`src/rtl/ps2_pkg.sv`:
```
// PS/2 keyboard controller shared definitions.
// Scan prefixes, FSM state encodings and the event bundle.
package ps2_pkg;

  localparam logic [7:0] PS2_EXT = 8'hE0;
  localparam logic [7:0] PS2_BRK = 8'hF0;
  localparam int         EVT_W   = 10;

  typedef enum logic [1:0] {
    F_IDLE,
    F_DATA,
    F_PARITY,
    F_STOP
  } frame_state_e;

  typedef enum logic [1:0] {
    D_BASE,
    D_EXT,
    D_BRK,
    D_EXT_BRK
  } dec_state_e;

  typedef struct packed {
    logic       ext;
    logic       brk;
    logic [7:0] code;
  } ps2_event_t;

endpackage

```
`src/rtl/ps2_event_fifo.sv`:
```
// Synchronous event FIFO with valid/ready pop side.
// Head entry reads as zero while empty.
module ps2_event_fifo
  import ps2_pkg::*;
#(
  parameter int DEPTH = 4
) (
  input  logic       clk_i,
  input  logic       rst_ni,
  input  logic       push_i,
  input  ps2_event_t data_i,
  input  logic       ready_i,
  output ps2_event_t data_o,
  output logic       full_o,
  output logic       empty_o
);

  localparam int AW = $clog2(DEPTH);
  localparam int CW = AW + 1;

  logic [AW-1:0] wr_q, wr_d;
  logic [AW-1:0] rd_q, rd_d;
  logic [CW-1:0] cnt_q, cnt_d;
  ps2_event_t    mem_q [DEPTH];
  logic          do_push;
  logic          do_pop;

  assign empty_o = (cnt_q == '0);
  assign full_o  = (cnt_q == CW'(DEPTH));
  assign do_pop  = ready_i & ~empty_o;
  assign do_push = push_i & (~full_o | do_pop);
  assign data_o  = empty_o ? '0 : mem_q[rd_q];

  // Pointer and occupancy next state; pointers wrap naturally.
  always_comb begin
    wr_d  = do_push ? wr_q + 1'b1 : wr_q;
    rd_d  = do_pop  ? rd_q + 1'b1 : rd_q;
    cnt_d = cnt_q;
    unique case ({do_push, do_pop})
      2'b10:   cnt_d = cnt_q + 1'b1;
      2'b01:   cnt_d = cnt_q - 1'b1;
      default: cnt_d = cnt_q;
    endcase
  end

  // Pointer and occupancy registers.
  always_ff @(posedge clk_i) begin
    if (!rst_ni) begin
      wr_q  <= '0;
      rd_q  <= '0;
      cnt_q <= '0;
    end else begin
      wr_q  <= wr_d;
      rd_q  <= rd_d;
      cnt_q <= cnt_d;
    end
  end

  // Storage array; contents are don't-care until written.
  always_ff @(posedge clk_i) begin
    if (do_push) mem_q[wr_q] <= data_i;
  end

endmodule

```
`src/rtl/ps2_key_controller.sv`:
```
// PS/2 keyboard frame receiver, prefix decoder and event FIFO.
// Define PS2_PARITY_CHECK_EN to reject frames with bad odd parity.
module ps2_key_controller
  import ps2_pkg::*;
#(
  parameter int FIFO_DEPTH     = 4,
  parameter int TIMEOUT_CYCLES = 100000
) (
  input  logic       clk_100Mhz,
  input  logic       reset_n,
  input  logic       PS2Clk,
  input  logic       PS2Data,
  output logic [7:0] key_code,
  output logic       key_ext,
  output logic       key_break,
  output logic       key_valid,
  input  logic       key_ready,
  output logic       frame_err,
  output logic       overflow
);

  localparam int TW =
    (TIMEOUT_CYCLES > 1) ? $clog2(TIMEOUT_CYCLES) : 1;

  logic clk_s1_q, clk_s2_q, clk_s3_q;
  logic dat_s1_q, dat_s2_q;
  logic fall, bit_in, par_good, timeout;

  frame_state_e  fst_q, fst_d;
  logic [2:0]    bcnt_q, bcnt_d;
  logic [7:0]    shift_q, shift_d;
  logic          par_q, par_d;
  logic [TW-1:0] tmo_q, tmo_d;
  logic          done_q, done_d;
  logic          ferr_q, ferr_d;

  dec_state_e    dst_q, dst_d;
  logic          push_q, push_d;
  ps2_event_t    evt_q, evt_d;
  logic          ovf_q, ovf_d;

  ps2_event_t    head;
  logic          full, empty;

  assign fall   = clk_s3_q & ~clk_s2_q;
  assign bit_in = dat_s2_q;

`ifdef PS2_PARITY_CHECK_EN
  assign par_good = ^{shift_q, par_q};
`else
  // Parity is captured but never gates the frame.
  assign par_good = 1'b1 | par_q;
`endif

  assign timeout = (fst_q != F_IDLE) && !fall &&
                   (tmo_q == TW'(TIMEOUT_CYCLES - 1));

  // All controller state; synchronizers idle high.
  always_ff @(posedge clk_100Mhz) begin
    if (!reset_n) begin
      clk_s1_q <= 1'b1;
      clk_s2_q <= 1'b1;
      clk_s3_q <= 1'b1;
      dat_s1_q <= 1'b1;
      dat_s2_q <= 1'b1;
      fst_q    <= F_IDLE;
      bcnt_q   <= '0;
      shift_q  <= '0;
      par_q    <= 1'b0;
      tmo_q    <= '0;
      done_q   <= 1'b0;
      ferr_q   <= 1'b0;
      dst_q    <= D_BASE;
      push_q   <= 1'b0;
      evt_q    <= '0;
      ovf_q    <= 1'b0;
    end else begin
      clk_s1_q <= PS2Clk;
      clk_s2_q <= clk_s1_q;
      clk_s3_q <= clk_s2_q;
      dat_s1_q <= PS2Data;
      dat_s2_q <= dat_s1_q;
      fst_q    <= fst_d;
      bcnt_q   <= bcnt_d;
      shift_q  <= shift_d;
      par_q    <= par_d;
      tmo_q    <= tmo_d;
      done_q   <= done_d;
      ferr_q   <= ferr_d;
      dst_q    <= dst_d;
      push_q   <= push_d;
      evt_q    <= evt_d;
      ovf_q    <= ovf_d;
    end
  end

  // Frame FSM next state: one step per falling edge.
  always_comb begin
    fst_d = fst_q;
    if (timeout) begin
      fst_d = F_IDLE;
    end else if (fall) begin
      unique case (fst_q)
        F_IDLE:   fst_d = bit_in ? F_IDLE : F_DATA;
        F_DATA:   fst_d = (bcnt_q == 3'd7) ? F_PARITY : F_DATA;
        F_PARITY: fst_d = F_STOP;
        F_STOP:   fst_d = F_IDLE;
        default:  fst_d = F_IDLE;
      endcase
    end
  end

  // Frame datapath: shift, parity, timeout and completion.
  always_comb begin
    shift_d = shift_q;
    bcnt_d  = bcnt_q;
    par_d   = par_q;
    done_d  = 1'b0;
    ferr_d  = 1'b0;
    tmo_d   = (fall || fst_q == F_IDLE) ? '0 : tmo_q + 1'b1;
    if (timeout) begin
      tmo_d  = '0;
      ferr_d = 1'b1;
    end else if (fall) begin
      unique case (fst_q)
        F_IDLE:   bcnt_d = '0;
        F_DATA: begin
          shift_d = {bit_in, shift_q[7:1]};
          bcnt_d  = bcnt_q + 1'b1;
        end
        F_PARITY: par_d = bit_in;
        F_STOP: begin
          done_d = bit_in & par_good;
          ferr_d = ~(bit_in & par_good);
        end
        default: ;
      endcase
    end
  end

  // Decoder next state: prefixes accumulate, errors flush.
  always_comb begin
    dst_d = dst_q;
    if (ferr_q) begin
      dst_d = D_BASE;
    end else if (done_q) begin
      unique case (dst_q)
        D_BASE: begin
          if (shift_q == PS2_EXT)      dst_d = D_EXT;
          else if (shift_q == PS2_BRK) dst_d = D_BRK;
        end
        D_EXT:
          dst_d = (shift_q == PS2_BRK) ? D_EXT_BRK : D_BASE;
        default: dst_d = D_BASE;
      endcase
    end
  end

  // Decoder output: build the event for non-prefix bytes.
  always_comb begin
    push_d = 1'b0;
    evt_d  = '0;
    if (done_q && !ferr_q) begin
      evt_d.code = shift_q;
      unique case (dst_q)
        D_BASE:
          push_d = (shift_q != PS2_EXT) && (shift_q != PS2_BRK);
        D_EXT: begin
          push_d    = (shift_q != PS2_BRK);
          evt_d.ext = 1'b1;
        end
        D_BRK: begin
          push_d    = 1'b1;
          evt_d.brk = 1'b1;
        end
        default: begin
          push_d    = 1'b1;
          evt_d.ext = 1'b1;
          evt_d.brk = 1'b1;
        end
      endcase
    end
  end

  // Overflow sticks once a push is refused.
  always_comb begin
    ovf_d = ovf_q | (push_q & full & ~(key_valid & key_ready));
  end

  ps2_event_fifo #(
    .DEPTH (FIFO_DEPTH)
  ) u_fifo (
    .clk_i   (clk_100Mhz),
    .rst_ni  (reset_n),
    .push_i  (push_q),
    .data_i  (evt_q),
    .ready_i (key_ready),
    .data_o  (head),
    .full_o  (full),
    .empty_o (empty)
  );

  assign key_valid = ~empty;
  assign key_code  = head.code;
  assign key_ext   = head.ext;
  assign key_break = head.brk;
  assign frame_err = ferr_q;
  assign overflow  = ovf_q;

endmodule

```
`config.mk`:
```
export PLATFORM = sky130hd
export DESIGN_NAME = ps2_key_controller
export DESIGN_NICKNAME = d
export VERILOG_FILES = /design/src/rtl/ps2_pkg.sv /design/src/rtl/ps2_event_fifo.sv /design/src/rtl/ps2_key_controller.sv
export SDC_FILE = /design/constraint.sdc
export NUM_CORES = 1
export LEC_CHECK = 0
export ABC_AREA = 1
export CORE_UTILIZATION = 45
export DETAILED_ROUTE_END_ITERATION = 10
export HOLD_SLACK_MARGIN = 0.05
export SYNTH_ARGS = -nofsm -noshare
export SYNTH_HDL_FRONTEND = slang
export SYNTH_SLANG_ARGS = --single-unit
```
`constraint.sdc`:
```
create_clock -name clk_100Mhz -period 4 [get_ports clk_100Mhz]
set_input_delay 0.8 -clock clk_100Mhz [delete_from_list [all_inputs] [get_ports clk_100Mhz]]
set_output_delay 0.8 -clock clk_100Mhz [all_outputs]
set_load 0.01 [all_outputs]
```
======== After elaboration in Yosys (flattened, before gate mapping) ========
Memory sizes are Yosys's and may differ from the RTL's. A register that Yosys moved wholly into a read port is not among the register bits.
Index checks and enable logic that the tools add are counted.
word-level totals
  flip-flop bits (word level) ............. 58
  bits in writable memories ............... 40
  bits of input ports ..................... 5
  output and inout bits ................... 13
  logic and storage cells ................. 101
  memories ................................ 1
memory list
  name          depth  bits a word  rd ports  clocked after Yosys merged registers in  wr ports  RTL line              text
  u_fifo.mem_q  4      10           1         1                                        1         ps2_event_fifo.sv:24  ps2_event_t mem_q [DEPTH];
cells by class
  $add $sub $neg .......................... 6
  eq/ne operators ......................... 15
  mux-type cells .......................... 20
  bitwise gates (word level) .............. 16
  reductions and logical operators ........ 23
operator list
  kind                                           count
  adder 17 x 1 -> 17 bit, second input constant  1
  == test 17 bit, second input constant          1
  == test 8 bit, second input constant           2
  inequality test 8 bit, second input constant   2
  2-to-1 mux 2 bit                               6
  one-hot mux 3 bit (2 select lines)             2
  2-to-1 mux 10 bit                              1
  inverter 1 bit                                 9
  == test 2 bit, second input constant           4
  2-to-1 mux 1 bit                               8
  one-hot mux 2 bit (4 select lines)             1
  OR reduction 2 bit                             4
  adder 3 x 1 -> 3 bit, second input constant    2
  == test 2 x 1 -> 1 bit, second input constant  3
  == test 3 bit, second input constant           2
  AND reduction 3 bit                            2
  nonzero test 2 bit                             3
  bitwise AND 1 bit                              5
  adder 2 x 1 -> 2 bit, second input constant    2
  logical AND 1 bit                              4
  logical NOT 2 bit                              2
  one-hot mux 2 bit (2 select lines)             1
  AND reduction 2 bit                            2
  OR reduction 4 bit                             1
  other kinds (8)                                10

======== Depth between registers and ports, before layout ========
Gate-level depths: netlist of run 1.
  depth after elaboration ................. 7
  mapped depth ............................ 11
  depth with buffers taken out ............ 11

======== Modules after synthesis ========
Synthesis of run 1 repeated with hierarchy kept, for this count alone.
second synthesis, totals
  cells, all modules ...................... 443
  area total of the unflattened synthesis .. 4085.2 um^2
modules (own cells, without submodules)
  module              instances  cells each  area an instance (um^2)  seq. area each (um^2)
  ps2_event_fifo      1          181         2050.7                   1381.3
  ps2_key_controller  1          262         2034.5                   1021.0

======== Worst setup path after synthesis of run 1 ========
OpenSTA, ideal clock, no wires.
  path type ............................... input -> register
  start point ............................. in key_ready
  end point ............................... reg u_fifo.cnt_q[2]
  setup time .............................. 0.122 ns
  arrival time ............................ 2.116 ns
  data required time ...................... 3.878 ns
  path slack .............................. 1.762 ns
  stages .................................. 10
  path buffers ............................ 0
  cell sequence ........................... inv_1 -> nand3_1 -> nand2_1 -> ha_1 -> inv_1 -> fa_1 -> a21oi_1 -> o21ai_0 -> o21ai_0 -> a21oi_1
on the way
  longest elaborated chain between the ends .. 5
  elaborated cells on any way between the ends .. 7
  those cells by class .................... eq/ne: 2; mux: 1; bitwise: 3; reduce/logical: 1
ends and longest elaborated chain
  element                                                                   RTL line                  text
  start, declared                                                           ps2_key_controller.sv:17  input logic key_ready,
  bitwise AND 1 bit *                                                       ps2_event_fifo.sv:30      assign do_pop = ready_i & ~empty_o;
  bitwise OR 1 bit                                                          ps2_event_fifo.sv:31      assign do_push = push_i & (~full_o | do_pop);
  bitwise AND 1 bit                                                         ps2_event_fifo.sv:31
  == test 2 x 1 -> 1 bit or == test 2 bit (tied branches)                   ps2_event_fifo.sv:39      unique case ({do_push, do_pop})
  one-hot mux 3 bit (2 select lines) or nonzero test 2 bit (tied branches)  -
  end signal, assigned                                                      ps2_event_fifo.sv:55      cnt_q <= cnt_d;
  end, declared                                                             ps2_event_fifo.sv:23      logic [CW-1:0] cnt_q, cnt_d;
Every way passes the cells marked *; elsewhere a longest branch is shown, timed or not.
A chain may end at the register's enable or synchronous reset.

==> results of run 1 <==
==> worst max-delay path: cells and delay by family, from the launching register on <==
family	cells	cell delay (ns)
and+or+nand+nor	1	0.19
buffers and inverters	2	0.94
DFF	1	0.56
AOI/OAI and AO/OA	2	0.27
==> cell type report <==
class	instances	share of cell area [%]
Timing Repair Buffer	23	4.81
Multi-Input combinational cell	275	30.0
Tap cell	108	3.02
Clock inverter	7	1.37
Inverter	52	4.36
Clock buffer	9	2.77
Sequential cell	100	53.6
==> layer usage <==
metal  vias to the layer above  routed length, um  global-route usage, %
met2                        35               3370                   28.8
met3                         6                182                   3.71
met1                      1267               3310                   20.3
met5                         -                  0                      0
met4                         0                 59                   6.50
li1                       1455                  -                      -
==> stage by stage <==
stage                     setup WS (ns)  cell area, um^2  power [W]  hold WS [ns]
after global placement             1.21             4290    0.00122         0.396
after floorplan                    1.76             4000    0.00118         0.392
after global routing              0.676             4480    0.00187         0.441
after detailed placement           1.19             4290    0.00122         0.401
final                             0.894             4480    0.00179         0.419
after CTS                         0.834             4480    0.00181         0.423
==> synth_stat cells (2+ instances only) <==
library cell               count  share of area [%]
sky130_fd_sc_hd__nor2_1      106                9.9
sky130_fd_sc_hd__xor2_1        8                1.8
sky130_fd_sc_hd__clkbuf_1      6               0.56
sky130_fd_sc_hd__nand2_1      50                4.7
sky130_fd_sc_hd__xnor2_1       3               0.66
sky130_fd_sc_hd__dfxtp_1      60                 30
sky130_fd_sc_hd__clkinv_1      2               0.19
sky130_fd_sc_hd__nor3_1        4               0.50
sky130_fd_sc_hd__or2_2         4               0.63
sky130_fd_sc_hd__nand3_1       6               0.75
sky130_fd_sc_hd__inv_1        50                4.7
sky130_fd_sc_hd__nand4_1       6               0.94
sky130_fd_sc_hd__a21oi_1      32                4.0
sky130_fd_sc_hd__o21ai_0      39                4.9
sky130_fd_sc_hd__edfxtp_1     40                 30
sky130_fd_sc_hd__ha_1          8                2.5
sky130_fd_sc_hd__buf_2         3               0.38
==> how the worst max path moves through the flow <==
stage                          from                           end  slack [ns]  cells past startpoint
after global placement    key_ready  u_fifo.cnt_q[2]$_SDFFE_PN0P_        1.21                     11
final                     flip-flop                   key_code[2]        0.89                      5
after detailed placement  key_ready  u_fifo.cnt_q[2]$_SDFFE_PN0P_        1.19                     11
after global routing      flip-flop                   key_code[6]        0.68                      5
after floorplan           key_ready  u_fifo.cnt_q[2]$_SDFFE_PN0P_        1.76                     10
after CTS                 flip-flop                   key_code[2]        0.83                      5
==> power by group through the flow <==
stage | sequential [W] | clock (W) | combinational, W
global route | 0.00108 | 0.000652 | 0.000145
detailed placement | 0.00110 | 0 | 0.000127
finish | 0.00107 | 0.000594 | 0.000125
global placement | 0.00110 | 0 | 0.000126
CTS | 0.00107 | 0.000608 | 0.000128
floorplan | 0.00109 | 0 | 0.0000867
==> cells by family (layout without fill, tap and decap cells) <==
group / count (synthesis) / in the layout / synth area share, %
XOR/XNOR: 11 / 11 / 2.41
AND/OR/NAND/NOR: 182 / 182 / 19.0
AO/OA/AOI/OAI: 73 / 73 / 9.22
buffers and inverters: 64 / 91 / 6.38
adder cells (fa/ha/maj): 9 / 9 / 3.00
flip-flops: 100 / 100 / 60.0
==> registers in the layout (all words and copies together) (netlist names), 2 cells and up, named ones only <==
name and count:
bcnt_q 3, dst_q 2, evt_q 10, shift_q 8, tmo_q 17, u_fifo.cnt_q 3, u_fifo.mem_q 40, u_fifo.rd_q 2
u_fifo.wr_q 2
==> reports/qor.log, run 1 <==
qor: worst_setup_path.r2r_setup_slack 1.77 ns
qor: clock_network.postCtsSetupRepairBufs 0
qor: global_routing.overflow 0
qor: worst_setup_path.critical_path.reg2reg.endpoint u_fifo.cnt_q[2]$_SDFFE_PN0P_
qor: placed_design.hpwl 4950 um
qor: power_and_ir_drop.power.combinational.fraction 7.0%
qor: drt.viasPerCell 4.81
qor: yosys.ys.flop_type sky130_fd_sc_hd__dfxtp_1
qor: worst_setup_path.timing.rr.start u_fifo.cnt_q[0]$_SDFFE_PN0P_
qor: worst_hold_path.launch_instance_of_the_worst_min_delay_path clk_s1_q$_SDFF_PN1_
qor: yosys.synth_warnings 0
qor: yosys.asyncSetResetFlopFracSynth 0%
qor: final_layout.register_cell_area_after_layout 0.00240 mm^2
qor: final_layout.non_filler_cells_final 574
qor: yosys.synth.yosys.seq_area_share 60.0%
qor: drt.routed-via-count 2763
qor: worst_hold_path.hold-path-cell-count 1
qor: final_layout.most_common_cell_after_layout_fill_and_taps_aside sky130_fd_sc_hd__nor2_1
qor: placed_design.placedCellCount 558
qor: worst_setup_path.ff2ff_path_depth 11
qor: clock_network.clk_pin_slew 0.09 ns
qor: final_layout.multi_input_area 0.00135 mm^2
qor: power_and_ir_drop.switching_power 0.000449 W
qor: clock_network.hold_bufs_at_cts 0
qor: worst_setup_path.cp-start-kind flip-flop
qor: drt.drt_wl_total 6920 um
qor: power_and_ir_drop.power_density 400 mW/mm^2
qor: clock_network.cts-root-to-sink-buffers 2
qor: worst_setup_path.crit_chain clkinv_1 > nor2_1 > o21ai_0 > a21oi_1 > clkdlybuf4s50_1
qor: floorplan.die_h 96.3 um
qor: clock_network.tritoncts.num_buffers 9
qor: final_layout.share_of_cells_above_drive_strength_1 6.65%
qor: global_routing.first_pass_grt_wire_length 11700 um
qor: yosys.synth_cells 439
qor: final_layout.antennaDiodeCount 0
qor: yosys.synthDistinctLibCells 29
qor: clock_network.insertion_delay 0.35 ns
qor: yosys.mappedNetlistNets 453
qor: status.outcome finished, final reports clean
qor: worst_setup_path.worst_path_largest_cell_delay 0.56 ns
qor: power_and_ir_drop.pwr-share-seq 59.9%
qor: final_layout.top_library_cells_by_usage_in_the_layout_fill_and_taps_aside 106 x sky130_fd_sc_hd__nor2_1, 60 x sky130_fd_sc_hd__dfxtp_1, 50 x sky130_fd_sc_hd__inv_1, 50 x sky130_fd_sc_hd__nand2_1, 40 x sky130_fd_sc_hd__edfxtp_1
qor: global_routing.antenna_violations_before_repair 0
qor: drt.drt_iter0_markers 102
qor: drt.drt_antenna_net_count 0
qor: power_and_ir_drop.share_clk_of_total_power 33.2%
qor: worst_setup_path.critical_path_required 3.20 ns
qor: floorplan.io_pins 18
qor: floorplan.area_enclosed_by_the_die_boundary 0.00928 mm^2
qor: clock_network.ctsResizeCount 0
qor: timing.setup_viol 0
qor: worst_setup_path.critical_path.endpoint_type primary output
qor: timing.timing.final.max_slew_violations 0
qor: worst_setup_path.timing.critical_path.slowest_stage_cell sky130_fd_sc_hd__dfxtp_1
qor: timing.slew-limit-headroom 30.7%
qor: global_routing.maximum_number_of_pins_on_one_net_before_global_route_repair 21
qor: yosys.synthesis.area 0.00400 mm^2
qor: flow_run.timing.max_cap.violations 0
qor: worst_hold_path.worstHoldPathType flip-flop to flip-flop
qor: power_and_ir_drop.leakage 1.55 nW
qor: final_layout.design.final.nets 475
qor: worst_setup_path.arrival_time_worst_endpoint 2.31 ns
qor: global_routing.grt_pass1_vias 2601
qor: timing.fin_tns_setup 0 ns
qor: drt.drc 0
qor: drt.post_drt_wl_per_cell 12.1 um
qor: timing.max_slew.worst_pin.slew 1.04 ns
qor: final_layout.area.growth.synth_to_final 11.9%
qor: power_and_ir_drop.power.share.switching 25.1%
qor: yosys.synth-seq-cells 100
qor: clock_network.cts_root_buf sky130_fd_sc_hd__clkbuf_8
qor: power_and_ir_drop.worst_ir_drop_vdd 198 uV
qor: worst_setup_path.crit_fanout 11
qor: yosys.number_of_synthesized_flops_with_an_enable_pin 40
qor: timing.finalHoldViolCount 0
qor: timing.final_critical_path_time_including_i_o_delays_and_setup 3.11 ns
qor: drt.detailedRoute.firstPassIterationCount 4
qor: floorplan.start_util 46.1%
qor: timing.upper_clock_frequency_limit 0.322 GHz
qor: final_layout.final_util 51.6%
qor: floorplan.x_dimension_of_the_die 96.3 um
qor: floorplan.placementRows 34
qor: clock_network.htree_levels 3
qor: timing.fin_skew 0.00807 ns
qor: floorplan.core_region_area 0.00868 mm^2
qor: timing.final_period_util 77.6%
qor: placed_design.port_buffers 17
qor: yosys.syn-mean-instance-area 9.12 um^2
qor: final_layout.fill_cells 817
qor: global_routing.gr-usage-all-layers 16.7%
qor: worst_hold_path.whs_endpoint clk_s2_q$_SDFF_PN1_
qor: worst_setup_path.worstSetupPathType flip-flop to primary output
qor: clock_network.clock_sink_count 100
qor: timing.unrepaired_setup_endpoints_after_global_routing no
qor: placed_design.globalplace.congestion 0.755
qor: power_and_ir_drop.p_int 0.00134 W
qor: clock_network.tritoncts built
Note: power is estimated with default switching activity, not from simulation.
==> run 2: changes to the inputs <==
- clock period: 4 -> 2.9 ns (I/O delays scaled with it)
==> reports/qor.log, run 2 (synthesis results as in run 1) <==
qor: status.outcome finished, final reports clean [unchanged]
qor: worst_setup_path.crit_fanout 20 [was 11]
qor: flow_run.timing.max_cap.violations 0 [unchanged]
qor: clock_network.tritoncts.num_buffers 9 [unchanged]
qor: timing.unrepaired_setup_endpoints_after_global_routing no [unchanged]
qor: timing.max_slew.worst_pin.slew 0.522 ns [was 1.04 ns]
qor: global_routing.maximum_number_of_pins_on_one_net_before_global_route_repair 21 [unchanged]
qor: worst_setup_path.critical_path.endpoint_type primary output [unchanged]
qor: clock_network.clock_sink_count 100 [unchanged]
qor: drt.drt_antenna_net_count 0 [unchanged]
qor: drt.routed-via-count 2767 [was 2763]
qor: final_layout.area.growth.synth_to_final 13.6% [was 11.9%]
qor: global_routing.first_pass_grt_wire_length 11400 um [was 11700 um]
qor: final_layout.top_register u_fifo.mem_q [unchanged]
qor: drt.viasPerCell 4.80 [was 4.81]
qor: global_routing.overflow 0 [unchanged]
qor: worst_setup_path.crit_chain inv_1 > o21ai_0 > a21oi_1 > clkdlybuf4s50_1 [was clkinv_1 > nor2_1 > o21ai_0 > a21oi_1 > clkdlybuf4s50_1]
qor: floorplan.die_h 96.3 um [unchanged]
qor: worst_setup_path.worst_path_largest_cell_delay 0.56 ns [about the same]
qor: clock_network.postCtsSetupRepairBufs 0 [unchanged]
qor: final_layout.most_common_cell_after_layout_fill_and_taps_aside sky130_fd_sc_hd__nor2_1 [unchanged]
qor: placed_design.post_dp_cell_area 0.00432 mm^2 [was 0.00429 mm^2]
qor: clock_network.ctsResizeCount 0 [unchanged]
qor: worst_setup_path.r2r_setup_slack 0.61 ns [was 1.77 ns]
qor: power_and_ir_drop.leakage 1.66 nW [was 1.55 nW]
qor: drt.post_drt_wl_per_cell 11.9 um [was 12.1 um]
qor: worst_setup_path.arrival_time_worst_endpoint 2.12 ns [was 2.31 ns]
qor: placed_design.hpwl 4650 um [was 4950 um]
qor: worst_setup_path.ff2ff_path_depth 11 [unchanged]
qor: timing.final_critical_path_time_including_i_o_delays_and_setup 2.70 ns
qor: clock_network.clk_pin_slew 0.10 ns [was 0.09 ns]
qor: worst_setup_path.cp.buffers_inverters 2 [unchanged]
qor: timing.slew-limit-headroom 65.1% [was 30.7%]
qor: worst_setup_path.path_depth 4 [was 5]
qor: floorplan.core_region_area 0.00868 mm^2 [unchanged]
qor: placed_design.port_buffers 17 [unchanged]
qor: drt.drc 0 [unchanged]
qor: clock_network.hold_bufs_at_cts 0 [unchanged]
qor: timing.fin_skew 0.00894 ns [was 0.00807 ns]
qor: floorplan.placementRows 34 [unchanged]
qor: clock_network.insertion_delay 0.36 ns [was 0.35 ns]
qor: final_layout.largest_registers u_fifo.mem_q: 40 flops, tmo_q: 17 flops, evt_q: 10 flops [unchanged]
qor: final_layout.top_library_cells_by_usage_in_the_layout_fill_and_taps_aside 106 x sky130_fd_sc_hd__nor2_1, 60 x sky130_fd_sc_hd__dfxtp_1, 50 x sky130_fd_sc_hd__inv_1, 50 x sky130_fd_sc_hd__nand2_1, 40 x sky130_fd_sc_hd__edfxtp_1 [unchanged]
qor: final_layout.largest_register_ffs 40 [unchanged]
qor: timing.finalHoldViolCount 0 [unchanged]
qor: clock_network.tritoncts built [unchanged]
qor: floorplan.start_util 46.1% [unchanged]
qor: drt.detailedRoute.firstPassIterationCount 4 [unchanged]
qor: drt.drt_wl_total 6860 um [was 6920 um]
qor: worst_setup_path.cp-start-kind flip-flop [unchanged]
qor: final_layout.share_of_cells_above_drive_strength_1 7.25% [was 6.65%]
qor: drt.drt_iter0_markers 97 [was 102]
qor: final_layout.antennaDiodeCount 0 [unchanged]
qor: floorplan.x_dimension_of_the_die 96.3 um [unchanged]
qor: timing.final_period_util 93.2%
qor: final_layout.design.final.nets 478 [was 475]
qor: worst_setup_path.critical_path_required 2.32 ns [was 3.20 ns]
qor: worst_setup_path.critical_path.reg2reg.endpoint u_fifo.cnt_q[2]$_SDFFE_PN0P_ [unchanged]
qor: clock_network.cts_root_buf sky130_fd_sc_hd__clkbuf_8 [unchanged]
qor: floorplan.area_enclosed_by_the_die_boundary 0.00928 mm^2 [unchanged]
qor: power_and_ir_drop.power_density 608 mW/mm^2 [was 400 mW/mm^2]
qor: clock_network.cts-root-to-sink-buffers 2 [unchanged]
qor: worst_setup_path.worstSetupPathType flip-flop to primary output [unchanged]
qor: worst_setup_path.critPathCapture key_code[3] [was key_code[2]]
qor: power_and_ir_drop.worst_ir_drop_vdd 277 uV [was 198 uV]
qor: worst_setup_path.timing.critical_path.slowest_stage_cell sky130_fd_sc_hd__clkdlybuf4s50_1 [was sky130_fd_sc_hd__dfxtp_1]
qor: placed_design.globalplace.congestion 0.791 [was 0.755]
qor: global_routing.grt_pass1_vias 2553 [was 2601]
qor: worst_hold_path.worstHoldPathType flip-flop to flip-flop [unchanged]
qor: final_layout.fill_cells 812 [was 817]
qor: timing.setup_viol 0 [unchanged]
qor: worst_setup_path.timing.rr.start u_fifo.cnt_q[0]$_SDFFE_PN0P_ [unchanged]
qor: timing.upper_clock_frequency_limit 0.370 GHz
qor: clock_network.htree_levels 3 [unchanged]
qor: floorplan.io_pins 18 [unchanged]
qor: timing.whs 0.422 ns [was 0.419 ns]
qor: timing.timing.final.max_slew_violations 0 [unchanged]
qor: worst_setup_path.cpLargestDelayFamily buffers and inverters [unchanged]
qor: final_layout.final_design_area_no_fill 0.00455 mm^2 [was 0.00448 mm^2]
qor: timing.fin_tns_setup 0 ns [unchanged]
qor: global_routing.gr-usage-all-layers 16.5% [was 16.7%]
qor: global_routing.antenna_violations_before_repair 0 [unchanged]
run 2: cell types whose count changed in the layout (fill, tap and decap cells not counted):
cell,change
sky130_fd_sc_hd__bufinv_16,+2
sky130_fd_sc_hd__clkinv_4,+1
sky130_fd_sc_hd__inv_6,+2
sky130_fd_sc_hd__clkinvlp_4,-4
sky130_fd_sc_hd__inv_8,-1
sky130_fd_sc_hd__buf_4,+3
run 2: per-layer routing:
layer,up-vias,share of wire (%),GRT usage (%)
met4,0,1.6,6.25
li1,1465,-,-
met3,11,2.7,3.63
met5,-,0,0
met1,1251,48,19.1
met2,40,48,29.7
run 2: report_power, final:
| part | switching, W | internal [W] |
|---|---|---|
| Clock | 0.000498 | 0.000501 |
| Combinational | 0.000152 | 0.000136 |
| Sequential | 0.0000131 | 0.00146 |
run 2: per-stage QoR:
step	util, %	setup slack (ns)	power [W]	cells
after global placement	49.7	0.376	0.00180	561
after CTS	52.4	0.187	0.00279	577
final	52.4	0.198	0.00276	577
after global routing	52.4	0.0147	0.00288	577
after floorplan	-	0.882	0.00165	439
after detailed placement	49.7	0.317	0.00180	561
run 2: final cells by class:
| cell class | count | area (um^2) | area share (%) |
|---|---|---|---|
| repair buffers | 26 | 238 | 5.23 |
| multi-input cells | 275 | 1350 | 29.6 |
| flip-flops and latches | 100 | 2400 | 52.8 |
| clock inverters | 7 | 106 | 2.34 |
| clock buffers | 9 | 124 | 2.73 |
| inverters | 52 | 195 | 4.29 |
| well taps | 108 | 135 | 2.97 |
run 2: worst min path at each step:
| stage | end | from | cells past startpoint | slack [ns] |
|---|---|---|---|---|
| floorplan | clk_s3_q$_SDFF_PN1_ | clk_s2_q$_SDFF_PN1_ | 2 | 0.39 |
| global route | bit_in$_SDFF_PN1_ | dat_s1_q$_SDFF_PN1_ | 1 | 0.43 |
| CTS | clk_s2_q$_SDFF_PN1_ | clk_s1_q$_SDFF_PN1_ | 1 | 0.42 |
| finish | clk_s2_q$_SDFF_PN1_ | clk_s1_q$_SDFF_PN1_ | 1 | 0.42 |
| detailed placement | clk_s2_q$_SDFF_PN1_ | clk_s1_q$_SDFF_PN1_ | 1 | 0.40 |
| global placement | bit_in$_SDFF_PN1_ | dat_s1_q$_SDFF_PN1_ | 1 | 0.40 |
==> run 3: changes to the inputs <==
- CORE_UTILIZATION: 45 -> 25
==> reports/qor.log, run 3 (synthesis results as in run 1) <==
qor: clock_network.insertion_delay 0.34 ns [was 0.36 ns]
qor: final_layout.largest_registers u_fifo.mem_q: 40 flops, tmo_q: 17 flops, evt_q: 10 flops [unchanged]
qor: final_layout.antennaDiodeCount 0 [unchanged]
qor: placed_design.hpwl 5130 um [was 4650 um]
qor: power_and_ir_drop.leakage 1.70 nW [was 1.66 nW]
qor: clock_network.postCtsSetupRepairBufs 0 [unchanged]
qor: timing.finalHoldViolCount 0 [unchanged]
qor: worst_setup_path.critical_path_required 2.32 ns [about the same]
qor: final_layout.fill_cells 1650 [was 812]
qor: timing.slew-limit-headroom 68.9% [was 65.1%]
qor: global_routing.maximum_number_of_pins_on_one_net_before_global_route_repair 21 [unchanged]
qor: global_routing.antenna_violations_before_repair 0 [unchanged]
qor: global_routing.gr-usage-all-layers 9.71% [was 16.5%]
qor: drt.post_drt_wl_per_cell 10.8 um [was 11.9 um]
qor: floorplan.io_pins 18 [unchanged]
qor: timing.max_slew.worst_pin.slew 0.467 ns [was 0.522 ns]
qor: worst_hold_path.worstHoldPathType flip-flop to flip-flop [unchanged]
qor: global_routing.grt_pass1_vias 2762 [was 2553]
qor: worst_setup_path.arrival_time_worst_endpoint 2.13 ns [was 2.12 ns]
qor: floorplan.placementRows 45 [was 34]
qor: placed_design.globalplace.congestion 0.683 [was 0.791]
qor: drt.drt_antenna_net_count 0 [unchanged]
qor: worst_setup_path.crit_fanout 12 [was 20]
qor: clock_network.cts_root_buf sky130_fd_sc_hd__clkbuf_16 [was sky130_fd_sc_hd__clkbuf_8]
qor: clock_network.tritoncts.num_buffers 9 [unchanged]
qor: final_layout.most_common_cell_after_layout_fill_and_taps_aside sky130_fd_sc_hd__nor2_1 [unchanged]
qor: worst_setup_path.worstSetupPathType flip-flop to primary output [unchanged]
qor: final_layout.top_register u_fifo.mem_q [unchanged]
qor: clock_network.clock_sink_count 100 [unchanged]
qor: drt.drt_wl_total 7350 um [was 6860 um]
qor: floorplan.core_region_area 0.0154 mm^2 [was 0.00868 mm^2]
qor: global_routing.overflow 0 [unchanged]
qor: drt.drt_iter0_markers 134 [was 97]
qor: floorplan.area_enclosed_by_the_die_boundary 0.0165 mm^2 [was 0.00928 mm^2]
qor: timing.upper_clock_frequency_limit 0.369 GHz [was 0.370 GHz]
qor: drt.viasPerCell 4.08 [was 4.80]
qor: power_and_ir_drop.power_density 617 mW/mm^2 [was 608 mW/mm^2]
qor: drt.routed-via-count 2787 [was 2767]
qor: timing.final_period_util 93.6% [was 93.2%]
qor: power_and_ir_drop.worst_ir_drop_vdd 269 uV [was 277 uV]
qor: final_layout.area.growth.synth_to_final 18.9% [was 13.6%]
qor: worst_setup_path.cp-start-kind flip-flop [unchanged]
qor: final_layout.top_library_cells_by_usage_in_the_layout_fill_and_taps_aside 106 x sky130_fd_sc_hd__nor2_1, 60 x sky130_fd_sc_hd__dfxtp_1, 50 x sky130_fd_sc_hd__inv_1, 50 x sky130_fd_sc_hd__nand2_1, 40 x sky130_fd_sc_hd__edfxtp_1 [unchanged]
qor: placed_design.port_buffers 17 [unchanged]
qor: timing.setup_viol 0 [unchanged]
qor: clock_network.tritoncts built [unchanged]
qor: timing.timing.final.max_slew_violations 0 [unchanged]
qor: floorplan.x_dimension_of_the_die 129 um [was 96.3 um]
qor: timing.fin_skew 0.00682 ns [was 0.00894 ns]
qor: final_layout.design.final.nets 481 [was 478]
qor: final_layout.largest_register_ffs 40 [unchanged]
qor: clock_network.htree_levels 3 [unchanged]
qor: flow_run.timing.max_cap.violations 0 [unchanged]
qor: drt.detailedRoute.firstPassIterationCount 4 [unchanged]
qor: clock_network.hold_bufs_at_cts 0 [unchanged]
qor: clock_network.cts-root-to-sink-buffers 2 [unchanged]
qor: timing.fin_tns_setup 0 ns [unchanged]
qor: worst_setup_path.critical_path.endpoint_type primary output [unchanged]
qor: clock_network.ctsResizeCount 0 [unchanged]
qor: status.outcome finished, final reports clean [unchanged]
qor: final_layout.share_of_cells_above_drive_strength_1 7.63% [was 7.25%]
qor: floorplan.start_util 25.9% [was 46.1%]
qor: global_routing.first_pass_grt_wire_length 12400 um [was 11400 um]
qor: floorplan.die_h 129 um [was 96.3 um]
qor: final_layout.final_util 30.9% [was 52.4%]
qor: clock_network.clk_pin_slew 0.07 ns [was 0.10 ns]
qor: drt.drc 0 [unchanged]
qor: timing.unrepaired_setup_endpoints_after_global_routing no [unchanged]
qor: timing.final_critical_path_time_including_i_o_delays_and_setup 2.71 ns [was 2.70 ns]
==> run 3: cell types whose count changed in the layout (fill, tap and decap cells not counted) <==
cell | before | now
sky130_fd_sc_hd__clkinv_2 | 0 | 1
sky130_fd_sc_hd__inv_6 | 2 | 3
sky130_fd_sc_hd__clkbuf_16 | 0 | 10
sky130_fd_sc_hd__bufinv_16 | 2 | 0
sky130_fd_sc_hd__inv_8 | 1 | 0
sky130_fd_sc_hd__clkbuf_1 | 0 | 1
sky130_fd_sc_hd__clkinvlp_4 | 0 | 1
sky130_fd_sc_hd__clkbuf_8 | 9 | 0
sky130_fd_sc_hd__buf_4 | 9 | 12
sky130_fd_sc_hd__clkinv_4 | 2 | 0
==> run 3: routing by layer <==
layer / GRT usage (%) / routed length [um] / up-vias
met4: 3.94 / 144 / 0
met2: 17.7 / 3630 / 42
li1: - / - / 1469
met3: 2.87 / 220 / 12
met5: 0 / 0 / -
met1: 10.4 / 3350 / 1264
==> run 3: through the flow <==
| stage | hold slack (ns) | setup slack [ns] | total power (W) | area, um^2 | std cells |
|---|---|---|---|---|---|
| after floorplan | 0.392 | 0.882 | 0.00165 | 4000 | 439 |
| after detailed placement | 0.402 | 0.253 | 0.00181 | 4470 | 667 |
| final | 0.418 | 0.187 | 0.00293 | 4760 | 683 |
| after CTS | 0.418 | 0.175 | 0.00297 | 4760 | 683 |
| after global placement | 0.404 | 0.324 | 0.00181 | 4470 | 667 |
| after global routing | 0.428 | 0.0545 | 0.00306 | 4760 | 683 |
==> run 3: worst max-delay path: stages (launching register included) <==
cell,delay (ns)
sky130_fd_sc_hd__dfxtp_1,0.59
sky130_fd_sc_hd__buf_4,0.22
sky130_fd_sc_hd__nor2_1,0.05
sky130_fd_sc_hd__nor2_1,0.10
sky130_fd_sc_hd__o21ai_0,0.10
sky130_fd_sc_hd__a21oi_1,0.17
sky130_fd_sc_hd__clkdlybuf4s50_1,0.55
==> run 3: worst paths after layout <==
| path | start | end | slack, ns | cells past startpoint |
|---|---|---|---|---|
| max | flip-flop | key_ext | 0.19 | 6 |
| min | clk_s1_q$_SDFF_PN1_ | clk_s2_q$_SDFF_PN1_ | 0.42 | 1 |
| max reg2reg | u_fifo.cnt_q[0]$_SDFFE_PN0P_ | u_fifo.cnt_q[2]$_SDFFE_PN0P_ | 0.52 | 11 |
| min reg2reg | clk_s1_q$_SDFF_PN1_ | clk_s2_q$_SDFF_PN1_ | 0.42 | 1 |
==> run 3: layout make-up <==
type | instances | area, um^2 | area share (%)
Clock buffer | 11 | 254 | 5.34
Clock inverter | 5 | 38.8 | 0.815
Inverter | 52 | 195 | 4.10
Multi-Input combinational cell | 275 | 1350 | 28.3
Sequential cell | 100 | 2400 | 50.5
Tap cell | 211 | 264 | 5.55
Timing Repair Buffer | 29 | 260 | 5.47
==> run 3: power breakdown <==
part	switching, W	internal, W
clock network	0.000512	0.000642
logic	0.000156	0.000145
registers	0.0000164	0.00146
total	0.000684	0.00225
